==> config.mk <==
export PLATFORM = sky130hd
export DESIGN_NAME = meas_accbuf_arb
export DESIGN_NICKNAME = d
export VERILOG_FILES = /design/src/rtl/meas_accbuf_arb.sv
export SDC_FILE = /design/constraint.sdc
export NUM_CORES = 1
export LEC_CHECK = 0
export CELL_PAD_IN_SITES_DETAIL_PLACEMENT = 1
export CELL_PAD_IN_SITES_GLOBAL_PLACEMENT = 2
export CORE_ASPECT_RATIO = 2
export CORE_MARGIN = 3
export CORE_UTILIZATION = 36
export DETAILED_ROUTE_END_ITERATION = 7
export PLACE_DENSITY = 0.81
export SETUP_SLACK_MARGIN = 0.5
export SYNTH_ARGS = -nofsm -noshare
export SYNTH_HDL_FRONTEND = slang
export SYNTH_SLANG_ARGS = --single-unit
==> constraint.sdc <==
create_clock -name clk -period 3.8 [get_ports clk]
set_input_delay 1.14 -clock clk [delete_from_list [all_inputs] [get_ports clk]]
set_output_delay 1.14 -clock clk [all_outputs]
set_load 0.02 [all_outputs]
==> src/rtl/meas_accbuf_arb.sv <==
// meas_accbuf_arb
//   Shares a single accumulation-buffer write port among NREQ measurement
//   units. Each unit's done pulse latches its x/y results into a hold
//   register. A round-robin arbiter then grants the port, and the unit's
//   x/y pair is written into its own region of a shared dpram.
//   Optional feature macro: MEAS_ACCBUF_ARB_DROPCNT_EN adds saturating
//   per-unit drop counters on output drop_cnt.
//
// Ports
//   clk, reset         DSP clock, synchronous active-high reset
//   start              arm strobe; the next trig starts capture
//   trig               period trigger
//   done[NREQ]         per-unit result-valid pulse
//   xacc, yacc         per-unit results, unit i at [i*DW +: DW]
//   wr_en/addr/data    registered buffer write port, addr = {unit, local}
//   full[NREQ]         region of unit i has no room left
//   drop[NREQ]         sticky: a result of unit i was lost
//   drop_cnt           (optional) 16-bit saturating lost-result counters
//   busy               a write pair is in progress
//
// state | meaning
// IDLE  | no write in flight; grant the next pending unit
// WRX   | x word of the granted unit goes out next cycle
// WRY   | y word goes out next cycle; pending cleared, pointer advanced
module meas_accbuf_arb #(
  parameter int NREQ = 4,
  parameter int DW   = 32,
  parameter int LAW  = 12,
  parameter int IDW  = 2
) (
  input  logic                clk,
  input  logic                reset,
  input  logic                start,
  input  logic                trig,
  input  logic [NREQ-1:0]     done,
  input  logic [NREQ*DW-1:0]  xacc,
  input  logic [NREQ*DW-1:0]  yacc,
  output logic                wr_en,
  output logic [IDW+LAW-1:0]  wr_addr,
  output logic [DW-1:0]       wr_data,
  output logic [NREQ-1:0]     full,
  output logic [NREQ-1:0]     drop,
`ifdef MEAS_ACCBUF_ARB_DROPCNT_EN
  output logic [NREQ*16-1:0]  drop_cnt,
`endif
  output logic                busy
);

  typedef enum logic [1:0] {IDLE = 2'd0, WRX = 2'd1, WRY = 2'd2} state_t;

  state_t          state, state_nxt;
  logic [LAW:0]    lp     [NREQ];
  logic [DW-1:0]   hold_x [NREQ];
  logic [DW-1:0]   hold_y [NREQ];
  logic [NREQ-1:0] pending;
  logic [IDW-1:0]  rr, gnt, gnt_nxt;
  logic            found;
  logic            armed;
  logic            clr;
  logic [NREQ-1:0] accept, lost;

  // Capture start. start in the same cycle only (re)arms.
  assign clr  = trig & armed & ~start;
  assign busy = (state != IDLE);

  always_comb begin
    for (int i = 0; i < NREQ; i++) full[i] = lp[i][LAW];
  end

  assign accept = done & ~full & ~pending;
  assign lost   = done & (full | pending);

  // Round-robin search: first pending unit at or after rr, wrapping.
  always_comb begin
    logic [IDW-1:0] idx;
    idx     = '0;
    found   = 1'b0;
    gnt_nxt = gnt;
    for (int k = 0; k < NREQ; k++) begin
      idx = rr + IDW'(k);
      if (!found && pending[idx]) begin
        found   = 1'b1;
        gnt_nxt = idx;
      end
    end
  end

  always_comb begin
    state_nxt = state;
    case (state)
      IDLE:    if (found) state_nxt = WRX;
      WRX:     state_nxt = WRY;
      WRY:     state_nxt = IDLE;
      default: state_nxt = IDLE;
    endcase
  end

  always_ff @(posedge clk) begin
    if (reset) begin
      state   <= IDLE;
      gnt     <= '0;
      rr      <= '0;
      armed   <= 1'b0;
      pending <= '0;
      drop    <= '0;
      wr_en   <= 1'b0;
      wr_addr <= '0;
      wr_data <= '0;
      for (int i = 0; i < NREQ; i++) begin
        lp[i]     <= {1'b1, {LAW{1'b0}}};   // reads as full until armed
        hold_x[i] <= '0;
        hold_y[i] <= '0;
      end
    end else begin
      state <= state_nxt;

      if (state == IDLE && found) begin
        gnt <= gnt_nxt;
        rr  <= gnt_nxt + 1'b1;
      end

      case (state)
        WRX: begin
          wr_en   <= 1'b1;
          wr_addr <= {gnt, lp[gnt][LAW-1:0]};
          wr_data <= hold_x[gnt];
        end
        WRY: begin
          // Derived from the x address so a clear during WRX does not
          // move the y word away from its x partner.
          wr_en   <= 1'b1;
          wr_addr <= {gnt, wr_addr[LAW-1:0] + 1'b1};
          wr_data <= hold_y[gnt];
        end
        default: wr_en <= 1'b0;
      endcase

      if (start)    armed <= 1'b1;
      else if (clr) armed <= 1'b0;

      drop <= (clr ? '0 : drop) | lost;

      for (int i = 0; i < NREQ; i++) begin
        if (clr)
          lp[i] <= '0;
        else if (state == WRY && gnt == IDW'(i))
          lp[i] <= lp[i] + (LAW+1)'(2);

        if (state == WRY && gnt == IDW'(i)) pending[i] <= 1'b0;
        if (accept[i]) begin
          pending[i] <= 1'b1;
          hold_x[i]  <= xacc[i*DW +: DW];
          hold_y[i]  <= yacc[i*DW +: DW];
        end
      end
    end
  end

`ifdef MEAS_ACCBUF_ARB_DROPCNT_EN
  logic [15:0] dcnt [NREQ];

  always_ff @(posedge clk) begin
    for (int i = 0; i < NREQ; i++) begin
      if (reset)
        dcnt[i] <= '0;
      else if (clr)
        dcnt[i] <= {15'd0, lost[i]};       // a loss in the clear cycle still counts
      else if (lost[i] && dcnt[i] != 16'hffff)
        dcnt[i] <= dcnt[i] + 16'd1;
    end
  end

  always_comb begin
    for (int i = 0; i < NREQ; i++) drop_cnt[i*16 +: 16] = dcnt[i];
  end
`endif

endmodule

==> impl_metrics.py <==
metrics = {
    "clock_tree": {
        "root_buffer": "clkbuf_16",
        "cts-buffers-inserted": 36,
        "cts_tree": "built",
        "cts.repair.resized": 0,
        "cts_hold_buf": 0,
        "path_clk_slew_ns": 0.07,
        "cts_setup_buffers": 0,
        "clock_path_buffers": 3,
        "cts.sinks": 368,
        "h-tree-depth": 2,
        "clk_latency_ns": 0.54,
    },
    "timing": {
        "hold_violations": 0,
        "setup_viol": 0,
        "timing.final.max_slew_violations": 0,
        "relSlewSlack": 0.517,
        "rsz0062_at_grt": "no",
        "whs_ns": 0.456,
        "min_period_ns": 2.99,
        "finalCritPeriodShare": 0.787,
        "fmax_mhz": 335,
        "worst_pin_slew_ns": 0.724,
        "tns_ns": 0,
        "fin_skew_ns": 0.0273,
    },
    "route": {
        "drt_iter0_markers": 700,
        "viasPerCell": 5.14,
        "wl_um": 56600,
        "drc_errors": 0,
        "first_pass_iters": 4,
        "ant_nets": 0,
        "vias": 11400,
        "avgRoutedWirePerCell_um": 25.5,
    },
    "global_routing": {
        "grt_pass1_wl_um": 82700,
        "grt_max_degree": 66,
        "antenna_found_initial": 5,
        "grt_usage": 0.226,
        "grt_pass1_vias": 12900,
        "grt_overflow": 0,
    },
    "floorplanning": {
        "fp-row-count": 111,
        "pin_count": 320,
        "die_h_um": 312,
        "dieArea_sq_um": 49500,
        "core_area_sq_um": 46000,
        "start_util": 0.366,
        "fp.dieW_um": 159,
    },
    "yosys": {
        "syn_area_sq_um": 16800,
        "synth_mux_area_frac": 0.104,
        "synth_top_family_by_area": "simple AND/OR/NAND/NOR gates",
        "ys_types": 57,
        "synth_edf_count": 304,
        "ys_seq_elements": 368,
        "synth_fa_ha_area_frac": 0.00670,
        "synthesis.nets": 1540,
        "synth.largest_area_cell": "edfxtp_1",
        "synthSimpleGateAreaFrac": 0.177,
        "synth_compound_area_frac": 0.0466,
        "yosys_warnings": 0,
        "synthArstFlopShare": 0,
        "synthFlopType": "edfxtp_1",
        "synthXorXnorAreaFrac": 0.0208,
        "avgSynthCellArea_sq_um": 13.3,
        "synth_seq_area_share": 0.619,
        "synth_top_area_share": 0.543,
        "netlist_instances": 1267,
        "synthTopCellsByArea": "edfxtp_1 54%, mux4_2 10%, and2_1 9.7%",
    },
    "placed_design": {
        "place.port_buffers": 319,
        "dpl_cell_area_sq_um": 20800,
        "place_inst": 2150,
        "gp_congestion": 0.855,
        "dpl.hpwl_um": 41900,
    },
    "hold_path": {
        "hold_class": "register to register",
        "min_to": "drop[3]",
        "worstHoldStart": "drop[3]",
        "hold-path-cell-count": 2,
    },
    "setup_path": {
        "crit_arrival_ns": 1.85,
        "path_common_cell": "inv_1",
        "timing.rr.start": "state[0]",
        "crit_buf_inv": 3,
        "r2r_end": "lp[0][10]",
        "worstSetupEndpointType": "output pin",
        "required_ns": 2.66,
        "cp_top_family": "buffers and inverters",
        "worst-setup-path-type": "register to output pin",
        "worstSetupStartpointType": "register",
        "reg2reg_depth": 5,
        "critPathMaxFanout": 5,
        "slowest_delay_ns": 0.59,
        "r2r_setup_slack_ns": 1.40,
        "worstPathCellList": "inv_1, ha_4, inv_1, clkdlybuf4s50_1",
        "slowest_stage": "clkdlybuf4s50_1",
    },
    "finish": {
        "finalNonFillerCells": 2220,
        "fillerInstances": 4686,
        "area_growth_pct": 31.7,
        "post-route-cell-area_sq_um": 22100,
        "drive_gt1_frac": 0.122,
        "final_common_cell": "clkdlybuf4s50_1",
        "mostFrequentLayoutCells": "318 x clkdlybuf4s50_1, 304 x edfxtp_1, 262 x and2_1, 116 x nand2_1, 90 x nor2_1",
        "nets": 1840,
    },
    "power_and_ir_drop": {
        "p_seq_frac": 0.441,
        "power.density_nw_per_um2": 513,
        "p_leak_nw": 7.80,
        "p_sw_frac": 0.285,
        "p_clk_frac": 0.345,
        "power_frac_comb": 0.214,
        "ir_worst_vdd_uv": 383,
        "power_mw": 11.4,
        "internal-power_mw": 8.13,
        "switchingPower_mw": 3.24,
    },
    "flow_run": {
        "cap_violations": 0,
    },
    "run_status": {
        "outcome": "finished clean",
    },
}
## cells in the mapped netlist, drive strengths merged, types with 2 or more instances
| cell type | instances |
|---|---|
| or3 | 2 |
| and2 | 263 |
| edfxtp | 304 |
| a311oi | 33 |
| nand3 | 26 |
| and3 | 21 |
| dfxtp | 64 |
| o22a | 4 |
| clkbuf | 57 |
| nand2 | 120 |
| nor3b | 2 |
| o211ai | 2 |
| and4 | 5 |
| a31oi | 2 |
| mux4 | 76 |
| buf | 31 |
| or4 | 2 |
| nor2 | 94 |
| mux2i | 2 |
| a31o | 6 |
| xor2 | 20 |
| nand4 | 7 |
| a21oi | 19 |
| nor4 | 2 |
| nand3b | 4 |
| inv | 14 |
| o21ai | 20 |
| ha | 9 |
| nor2b | 4 |
| nor3 | 6 |
| o31ai | 3 |
| o41ai | 3 |
| a22oi | 5 |
| a211oi | 2 |
| xnor2 | 20 |
## power groups by stage
stage | clock network, mW | logic (mW) | registers, mW
after CTS | 4.00 | 2.47 | 5.02
after global placement | 0 | 2.42 | 5.08
after detailed placement | 0 | 2.47 | 5.10
after global routing | 4.16 | 2.61 | 5.07
final | 3.92 | 2.43 | 5.02
after floorplan | 0 | 1.02 | 5.22
## flip-flops by register name, indices dropped and copies added (netlist names), named ones only
signal,count
hold_x,128
hold_y,128
lp,48
wr_data,32
wr_addr,14
drop,4
pending,4
gnt,2
rr,2
state,2
armed,1
wr_en,1
## worst max-delay path by stage
stage              from            to  slack, ns  depth (start not counted)
2_1_floorplan     reset  hold_x[0][0]       0.32                          4
4_1_cts        state[1]          busy       0.77                          4
3_5_place_dp      reset     lp[2][12]       0.79                          5
5_1_grt        state[1]          busy       0.70                          4
3_3_place_gp      reset     lp[2][12]       0.84                          5
6_report       state[0]          busy       0.81                          4
## metrics by stage
step | utilization | worst slack (ns)
3_3_place_gp | 0.453 | 0.844
6_report | 0.482 | 0.811
2_1_floorplan | - | 0.318
5_1_grt | 0.482 | 0.698
4_1_cts | 0.482 | 0.769
3_5_place_dp | 0.453 | 0.789
## worst reg2reg max path, cell delays in order (launching register included)
cell and delay [ns]:
dfxtp_1 0.33, inv_1 0.14, ha_2 0.41, inv_2 0.31, or3_1 0.43, nand2_1 0.42
## metal layers
metal  GRT usage  up-vias  part of all wire
met2       0.457      340              0.58
met5           0        -           0.00035
li1            -     5194                 -
met4      0.0962        2             0.042
met1       0.221     5784              0.33
met3      0.0375       94             0.046
## cells by family after synthesis
group,count (synthesis)
xor+xnor,40
fa+ha+maj,9
simple gates,562
buf+inv,102
flops,368
compound gates,107
mux,79
## cell type report
class	count	area, sq um	area share
clock inverter	25	343	0.0155
timing repair buffer	350	3560	0.161
inverter	14	55.1	0.00249
clock buffer	40	946	0.0427
antenna	5	12.5	0.000565
multi-input combinational	797	6040	0.273
tap	621	777	0.0351
sequential	368	10400	0.470
(Power assumes the default switching activity.)
